==> config.mk <==
export PLATFORM = sky130hd
export DESIGN_NAME = denom_select
export DESIGN_NICKNAME = d
export VERILOG_FILES = /design/src/rtl/vm_pkg.sv /design/src/rtl/denom_select.sv
export SDC_FILE = /design/constraint.sdc
export NUM_CORES = 1
export LEC_CHECK = 0
export CAP_MARGIN = 20
export CORE_AREA = 5 5 42 44
export DETAILED_ROUTE_END_ITERATION = 7
export DIE_AREA = 0 0 47 49
export PLACE_DENSITY = 0.36
export RECOVER_POWER = 25
export SLEW_MARGIN = 20
export SYNTH_ARGS = -nofsm -noshare
export SYNTH_HDL_FRONTEND = slang
export SYNTH_SLANG_ARGS = --single-unit
==> constraint.sdc <==
create_clock -name vclk -period 1.15
set_input_delay 0.23 -clock vclk [all_inputs]
set_output_delay 0.23 -clock vclk [all_outputs]
set_load 0.03 [all_outputs]
==> src/rtl/vm_pkg.sv <==
// Shared vending-machine types: amount widths, coin values, dispenser states.
// DISPENSE_TIMEOUT_EN adds the FAULT state for hopper timeouts.
package vm_pkg;

    localparam int W     = 13;
    localparam int CNT_W = 11;

    localparam logic [W-1:0] DEN0 = W'(100);
    localparam logic [W-1:0] DEN1 = W'(25);
    localparam logic [W-1:0] DEN2 = W'(10);
    localparam logic [W-1:0] DEN3 = W'(5);

    typedef enum logic [2:0] {
        IDLE,
        SELECT,
        REQ,
        RELEASE,
`ifdef DISPENSE_TIMEOUT_EN
        DONE,
        FAULT
`else
        DONE
`endif
    } state_t;

    function automatic logic [W-1:0] den_of(input logic [1:0] sel);
        logic [W-1:0] d;
        d = DEN3;
        case (sel)
            2'd0:    d = DEN0;
            2'd1:    d = DEN1;
            2'd2:    d = DEN2;
            default: d = DEN3;
        endcase
        return d;
    endfunction

endpackage

==> src/rtl/denom_select.sv <==
// Greedy coin picker: largest coin not exceeding the remaining amount.
// valid is low when nothing fits (remaining below the smallest coin).
module denom_select
    import vm_pkg::*;
(
    input  logic [W-1:0] remaining,
    output logic [1:0]   sel,
    output logic         valid
);

    always_comb begin
        sel   = 2'd0;
        valid = 1'b1;
        if (remaining >= DEN0)
            sel = 2'd0;
        else if (remaining >= DEN1)
            sel = 2'd1;
        else if (remaining >= DEN2)
            sel = 2'd2;
        else if (remaining >= DEN3)
            sel = 2'd3;
        else
            valid = 1'b0;
    end

endmodule

==> summary.md, run 1 <==
| Metric | Value |
|---|---|
| Die area | `0.002303 mm2` |
| Min cycle time layout | `between 1 and 1.5 ns` |
| Area fraction of the dominant cell type after synthesis | `approximately 18%` |
| Net count after synthesis | `29` |
| Max FO, Critical Path | `2` |
| Final Hold Fails | `0` |
| Commonest non-fill, non-tap cell in the layout | `buf_4` |
| Pwr dens | `around 270 mW/mm2` |
| RSZ-0062 raised after global routing | `yes` |
| Largest family of logic cells by synthesized area | `simple AND/OR/NAND/NOR gates` |
| Antenna-violating nets left | `0` |
| Largest area contributor in the netlist | `o311ai_0` |
| Synth Area in Compound Gates | `a little under two fifths` |
| Diodes inserted | `0` |
| Cells after synthesis | `16` |
| Avg Vias per Cell | `4.017` |
| Port bufs | `16` |
| First-pass detailed-route iteration total | `1` |
| Final WS setup | `-0.2149 ns` |
| Placed cell count | `58` |
| Synth cell types | `10` |
| DR WL/cell | `~12 um` |
| Worst hold endpoint | `valid` |
| Sequential Area | `0 um2` |
| Yosys warnings | `0` |
| Synth area leaders | `o311ai_0, nor2_1, and3_1` |
| Arrival time worst endpoint | `1.13 ns` |
| CP Capture Type | `output pin` |
| Syn_area_per_cell | `a little over 6 um2` |
| Area Growth Syn to Fin | `348.7%` |
| Vias | `241` |
| DRC viols | `0` |
| Sequential cells | `0` |
| Leak pwr | `roughly 0.18 nW` |
| XOR/XNOR Fraction of Synth Area | `0%` |
| Initial antenna violation count | `0` |
| First-pass GRT wire length | `between 1000 and 1500 um` |
| Startpoint class of the critical path | `primary input` |
| # setup viols final | `3` |
| Initial core utilization | `around 7.0%` |
| Placer Congestion | `0.7411` |
| Most frequent cells in the layout | `buf_4, buf_6, buf_2` |
| Die X | `47 um` |
| Core footprint | `0.001401 mm2` |
| Num ports | `16` |
| Peak Freq | `~730 MHz` |
| GRT Residual Overflow | `0` |
| Failing checks | `setup timing` |
| Hold Path Origin | `remaining[3]` |
| Fraction of the yosys area taken by sequential cells | `0%` |
| Mux contribution to synthesized area | `0%` |
| Worst Hold Class | `primary input to output pin` |
| FILL cells | `155` |
| Final std cells w/o fill | `60` |
| Max Slew Vio Count | `0` |
| Hold Path Cell Cnt | `4` |
| Critical Path RT | `roughly 0.92 ns` |
| Share of the clock period used by the worst path after layout | `118.7%` |
| Die Span Y | `49 um` |
| Fraction of layout cells with a size suffix above 1 | `between 70% and 80%` |
| Slew @ Worst Pin | `between 0.2 and 0.3 ns` |
| DRT Wirelength | `between 700 and 800 um` |
| Total negative setup slack | `-0.5889 ns` |
| Num rows | `14` |
| Clock buffers | `0` |
| Status | `finished with violations` |
| Cell Area, Synth | `97.59 um2` |
| Initial DRC Count | `0` |
| Post-synthesis adder-cell area fraction | `0%` |
| IR drop worst, VDD | `roughly 0.10 mV` |
| Largest net degree at the start of global routing | `4` |
| Final #Nets | `a little under 60` |
| Synth Area in Simple Gates | `around 63%` |
| Global Route Usage Sum | `6.386%` |
| Place WS | `-0.9756 ns` |
| Max Cap Viol | `0` |
| Crit Path Class | `primary input to output pin` |
| Vias in the first global route | `~270` |
| Slew HR | `between 80% and 90%` |
| Multi-input logic area | `about 190 um2` |
synthesized netlist by cell type, drive strengths merged:
library cell and number:
nand2 1, nand3 2, nor2 4, and3 2, o21ai 1, a31oi 1
o21bai 1, nor3b 1, nor4 1, o311ai 2
layer usage:
layer / GRT usage, % / up-vias / part of all wire (%)
met2: 11.09 / 16 / 43
met3: 1.476 / 0 / 15
li1: - / 121 / -
met5: 0 / - / 0
met1: 8.261 / 104 / 42
met4: 0 / 0 / 0
layout make-up:
| type | count | share of cell area [%] |
|---|---|---|
| Multi-Input combinational cell | 16 | 43.43 |
| Timing Repair Buffer | 28 | 52.00 |
| Tap cell | 16 | 4.571 |
power breakdown:
| group | internal [W] | switching (W) |
|---|---|---|
| clock | 0 | 0 |
| sequential | 0 | 0 |
| combinational | 0.0000685 | 0.0000510 |
what timing repair did:
action / 4_1_cts / 5_1_grt
gates resized for setup: 61 / 2
hold buffers: 0 / 0
pin swaps: 11 / 2
buffers inserted: 2 / 0
endpoints found under the setup margin: 3 / 3
gates cloned: 0 / 0
cell families after synthesis:
logic type,count (synthesis)
compound gates,5
simple gates,11
how the worst max path moves through the flow:
stage	start	end	slack (ns)
after CTS	remaining[8]	sel[0]	-0.21
after global routing	remaining[9]	sel[1]	-0.26
after global placement	remaining[12]	valid	-0.93
after floorplan	remaining[12]	valid	-0.02
after detailed placement	remaining[12]	valid	-0.98
final	remaining[9]	sel[1]	-0.21
critical path, cell delays in order:
cell,delay (ns)
buf_6,0.09
nor4_4,0.28
and3_4,0.22
and3_4,0.18
buf_6,0.12
per-stage QoR:
step,instance area (um2),utilization [%],total power (W),hold slack [ns]
after floorplan,133.9,-,0.00002013,0.6585
after global placement,384.1,27.41,0.0001066,1.332
after detailed placement,384.1,27.41,0.0001068,1.339
after CTS,439.2,31.34,0.0001186,0.8749
after global routing,437.9,31.25,0.0001275,0.8855
final,437.9,31.25,0.0001194,0.8676
(Power assumes the default switching activity.)
==> run 2: changes to the inputs <==
- CAP_MARGIN: 20 -> unset
==> results of run 2 <==
Final layout, timing and power as in run 1 (identical DEF).
==> run 3: changes to the inputs <==
- GPL_TIMING_DRIVEN: unset -> 0
==> run 3 against run 2 <==
The run still ends with setup timing left. Sequential cell count is the same. Global-route usage decreased by 0.42 points. Hold slack lost 0.043 ns. Via count decreased by 13%. Die area is the same. Routed wire length decreased by 10%. Cell count fell by 13%. Largest power group unchanged. Highest routed layer unchanged.
==> summary.md, run 3 (same netlist as run 1, synthesis figures left out) <==
| Metric | Value |
|---|---|
| Status | `finished with violations` |
| Failing checks | `setup timing` |
| Hold Path Origin | `remaining[4]` |
| WL met1 | `287 um (-7.4%)` |
| Top routing layer in use | `met3` |
| Port bufs | `16 (unchanged)` |
| Initial antenna violation count | `0 (unchanged)` |
| Placer Congestion | `0.7618 (+2.8%)` |
| Slew @ Worst Pin | `0.2269 ns (-0.04097 ns)` |
| Antenna-violating nets left | `0 (unchanged)` |
| Buffer and inverter count on the worst path | `2 (unchanged)` |
| Most frequent cells in the layout | `buf_6, buf_2, buf_4` |
| Slowest stage delay, CP | `0.28 ns (about the same)` |
| Crit Path Class | `primary input to output pin` |
| Hold Worst Slack | `0.8242 ns (-0.04344 ns)` |
| First-pass GRT wire length | `1069 um (-7.2%)` |
| Diodes inserted | `0 (unchanged)` |
| Min cycle time layout | `1.351 ns (-0.01427 ns)` |
| Avg Vias per Cell | `4.019 (about the same)` |
| Area Growth Syn to Fin | `284.6%` |
| Sequential cells | `0 (unchanged)` |
| Slew HR | `84.84% (+2.7 points)` |
| Global Route Usage Sum | `5.965% (-0.42 points)` |
| RSZ-0062 raised after global routing | `yes` |
| Met2 wire length | `265 um (-18%)` |
| Crit path launch | `remaining[5]` |
| Family with the most delay on the worst path | `simple AND/OR/NAND/NOR gates` |
| Num ports | `16 (unchanged)` |
| Initial DRC Count | `2 (+2)` |
| Num rows | `14 (unchanged)` |
| Largest net degree at the start of global routing | `6 (+2)` |
| Leak pwr | `0.1428 nW (-20%)` |
| Fraction of layout cells with a size suffix above 1 | `69.44% (-7.8 points)` |
| Final Hold Fails | `0 (unchanged)` |
| Final WS setup | `-0.2007 ns (+0.01427 ns)` |
| Max Cap Viol | `0 (unchanged)` |
| DR WL/cell | `12.87 um (+3.9%)` |
| CP Capture Type | `output pin` |
| GRT Residual Overflow | `0 (unchanged)` |
| Slowest CP cell | `dlygate4sd2_1` |
| First-pass detailed-route iteration total | `4 (+3)` |
| # setup viols final | `3 (unchanged)` |
| Startpoint class of the critical path | `primary input` |
| Share of the clock period used by the worst path after layout | `117.4% (-1.2 points)` |
| Max Slew Vio Count | `0 (unchanged)` |
| Most frequent CP cell | `and3_4` |
| Clock buffers | `0 (unchanged)` |
| Sequential Area | `0 um2 (unchanged)` |
| Vias | `209 (-13%)` |
| Final #Nets | `51 (-14%)` |
| IR drop worst, VDD | `0.07441 mV (-29%)` |
| Die Span Y | `49 um (unchanged)` |
| Core Util, Final | `26.79% (-4.5 points)` |
| Ordered cell list for the critical path | `dlygate4sd2_1, nor2_2, and3_4, and3_4, buf_6` |
| Power, Total | `0.00009876 W (-17%)` |
| Die X | `47 um (unchanged)` |
| Max FO, Critical Path | `2 (unchanged)` |
| Met3 wire length | `115 um (+5.5%)` |
| Total negative setup slack | `-0.5268 ns (+0.06210 ns)` |
| Core footprint | `0.001401 mm2 (unchanged)` |
| Peak Freq | `740.4 MHz (+1.1%)` |
| Commonest non-fill, non-tap cell in the layout | `buf_6` |
| Die area | `0.002303 mm2 (unchanged)` |
| Vias in the first global route | `233 (-15%)` |
| Arrival time worst endpoint | `1.12 ns (about the same)` |
| Worst Hold Class | `primary input to output pin` |
| Place WS | `-1.144 ns (-0.1685 ns)` |
| Pwr dens | `263.1 mW/mm2 (-3.5%)` |
| Initial core utilization | `6.964% (unchanged)` |
| DRC viols | `0 (unchanged)` |
| DRT Wirelength | `669 um (-10%)` |
| Critical Path RT | `0.92 ns (about the same)` |
==> run 3: layout make-up <==
class,count,area (um2)
Fill cell,171,1026
Multi-Input combinational cell,16,180.2
Timing Repair Buffer,20,175.2
Tap cell,16,20.02
==> run 3: power breakdown <==
part / switching (W) / internal, W
clock network: 0 / 0
logic: 0.0000453 / 0.0000535
registers: 0 / 0
==> run 3: per-stage QoR <==
stage / instance area, um2 / cells
final: 375.4 / 52
after global routing: 375.4 / 52
after CTS: 356.6 / 51
after detailed placement: 314.1 / 48
after global placement: 314.1 / 48
after floorplan: 133.9 / 16
==> run 3: worst min-delay path, stage by stage <==
cell	delay, ns
buf_6	0.10
nor2_1	0.05
nand3_1	0.08
buf_6	0.13
==> run 3: path summary, 6_finish.rpt <==
| path | end | slack, ns | depth (start not counted) |
|---|---|---|---|
| setup / recovery | sel[1] | -0.20 | 5 |
| hold / removal | valid | 0.82 | 4 |
==> run 3: what timing repair did <==
action / CTS / global route
setup buffers: 3 / 1
hold buffers: 0 / 0
pin swaps: 11 / 4
endpoints found under the setup margin: 3 / 3
resized for setup: 73 / 2
==> run 3: metal layers <==
metal  GRT usage [%]  vias to the layer above
li1                -                      105
met1           8.261                       88
met2           9.502                       16
met3           1.845                        0
met4               0                        0
met5               0                        -
==> RTL edit: new RTL, settings of run 2 <==
The package constant `W` goes from 13 to 26.
--- a/src/rtl/vm_pkg.sv
+++ b/src/rtl/vm_pkg.sv
@@ -2,7 +2,7 @@
 // DISPENSE_TIMEOUT_EN adds the FAULT state for hopper timeouts.
 package vm_pkg;
 
-    localparam int W     = 13;
+    localparam int W     = 26;
     localparam int CNT_W = 11;
 
     localparam logic [W-1:0] DEN0 = W'(100);
Interface: changed (resized remaining); port bits go from 16 to 29. No check against the original RTL was run, so the function may have changed too.
==> RTL edit against run 2 <==
  * The run still ends with negative setup slack left
  * Utilization rose by 15 points
  * Design area up 48%
  * Global-route usage increased by 2.5 points
  * Total power rose by 47%
  * Synthesized area is 55% higher
  * Setup slack worse by 0.43 ns
  * Routed wire length grew 58%
  * Critical path type unchanged
==> RTL edit: results (changes against run 2) <==
The tools report the antenna cell count as 0 (unchanged). For the unique cell type count in the Yosys netlist, the log shows 17 (+7). The tools report the first-pass detailed-route iteration total as 1 (unchanged). The run finished, with violations left. The logs give 0.131 mV (+26%) for the worst ir drop on vdd and 144 (-7.1%) for the count of filler cells inserted in the layout. The share of the synthesized area in compound gates (AO/OA/AOI/OAI) works out to 0.298 (-0.0743). The layout cell share with drive strength beyond 1 is 0.738 (-0.0350).

The run gives 0.799 (-0.0223) as the tightest slew margin relative to the limit. The logs give 0.260 nW (+46%) for the leakage power summed over all cells and 374 (+36%) for the number of global-route vias before repair. In this run the worst hold path is classified as input port to output port.

The tools report the number of failing setup endpoints in the final timing report as 3 (unchanged). The tools report the number of cells in the design after placement as 76 (+31%). The final reports fail on negative setup slack.

The via count normalized by instance count came out at 4.49 (+12%). The fraction of synthesized area in multiplexers works out to 0 (unchanged). The tools report the total length of routed wires as 1170 µm (+58%).

For the pin count of the biggest net entering global routing, the log shows 6 (+2). The worst path arrival time was 1.57 ns (+0.44 ns); the net count of the finished layout was 89 (+51%). The tools report the worst min-delay path startpoint as remaining[4]. The internal power consumption was 0.106 mW (+55%); the number of instances in the synthesized netlist was 22 (+6). The final setup slack of the worst path came out at -0.648 ns (-0.433 ns). The longest individual stage delay on the worst path was 0.53 ns (+0.25 ns); the overall track demand over capacity in global routing was 0.0892 (+0.0253). The accumulated negative setup slack is -1.65 ns (-1.06 ns), and the wire length of the first global-routing pass is 1610 µm (+40%). The total via count after detailed routing is 346 (+44%).

The total nets after synthesis was 48 (+66%). The commonest cells after synthesis are 4 x sky130_fd_sc_hd__nor4_1, 2 x sky130_fd_sc_hd__a21oi_1, 2 x sky130_fd_sc_hd__nor3_1. The fraction of power spent switching nets was 0.397 (-0.0296). The slowest stage of the critical path is the sky130_fd_sc_hd__or4_4 cell. The final weighted congestion in routability-driven placement is 0.816 (+10%), and the tightest hold margin is 0.944 ns (+0.0763 ns). The number of clock buffers in the layout is 0 (unchanged), and the number of buffers added on ports is 29 (+13). By area the synthesized netlist is led by sky130_fd_sc_hd__nor4_1 17%, sky130_fd_sc_hd__or4_4 7.4%, sky130_fd_sc_hd__a21oi_1 6.6%. The run gives 0 (unchanged) as the number of flip-flops and latches.
[RTL edit: cell types whose count changed in the layout (fill, tap and decap cells not counted), sizes merged, moves of 2 or more]
cell           delta
dlygate4sd2       -2
clkdlybuf4s50     +2
nor3              +2
clkbuf            +6
nor4              +3
nor2              -3
buf               -2
clkdlybuf4s15     +7
nand3             -2
a21oi             +2
[RTL edit: layer usage]
layer | vias to the layer above | wire, µm | GRT usage
li1 | 177 | - | -
met1 | 161 | 422 | 0.107
met2 | 8 | 702 | 0.170
met3 | 0 | 46 | 0.0111
met4 | 0 | 0 | 0
met5 | - | 0 | 0
[RTL edit: worst max path at each step]
stage                  start     to  slack [ns]  depth (start not counted)
6_report       remaining[21]  valid       -0.65                          5
5_1_grt        remaining[11]  valid       -0.71                          6
4_1_cts        remaining[19]  valid       -0.68                          5
3_5_place_dp    remaining[1]  valid       -1.44                          5
3_3_place_gp    remaining[1]  valid       -1.42                          5
2_1_floorplan  remaining[22]  valid       -0.46                          3
[RTL edit: final cells by class]
| type | instances | area, µm² | area share |
|---|---|---|---|
| Inverter | 1 | 3.75 | 0.00580 |
| Multi-Input combinational cell | 21 | 278 | 0.429 |
| Tap cell | 16 | 20.0 | 0.0309 |
| Timing Repair Buffer | 39 | 345 | 0.534 |
[RTL edit: metrics by stage]
step / worst slack [ns] / utilization / power [mW] / area, µm²
6_report: -0.648 / 0.462 / 0.176 / 647
5_1_grt: -0.711 / 0.462 / 0.186 / 647
4_1_cts: -0.678 / 0.419 / 0.148 / 587
3_5_place_dp: -1.44 / 0.391 / 0.149 / 548
3_3_place_gp: -1.42 / 0.391 / 0.144 / 548
2_1_floorplan: -0.465 / - / 0.0241 / 175
[RTL edit: timing repair]
action                     4_1_cts  5_1_grt
gates resized for setup         72       30
pin swaps                       17       10
setup buffers                    1        0
setup endpoints to repair        3        3
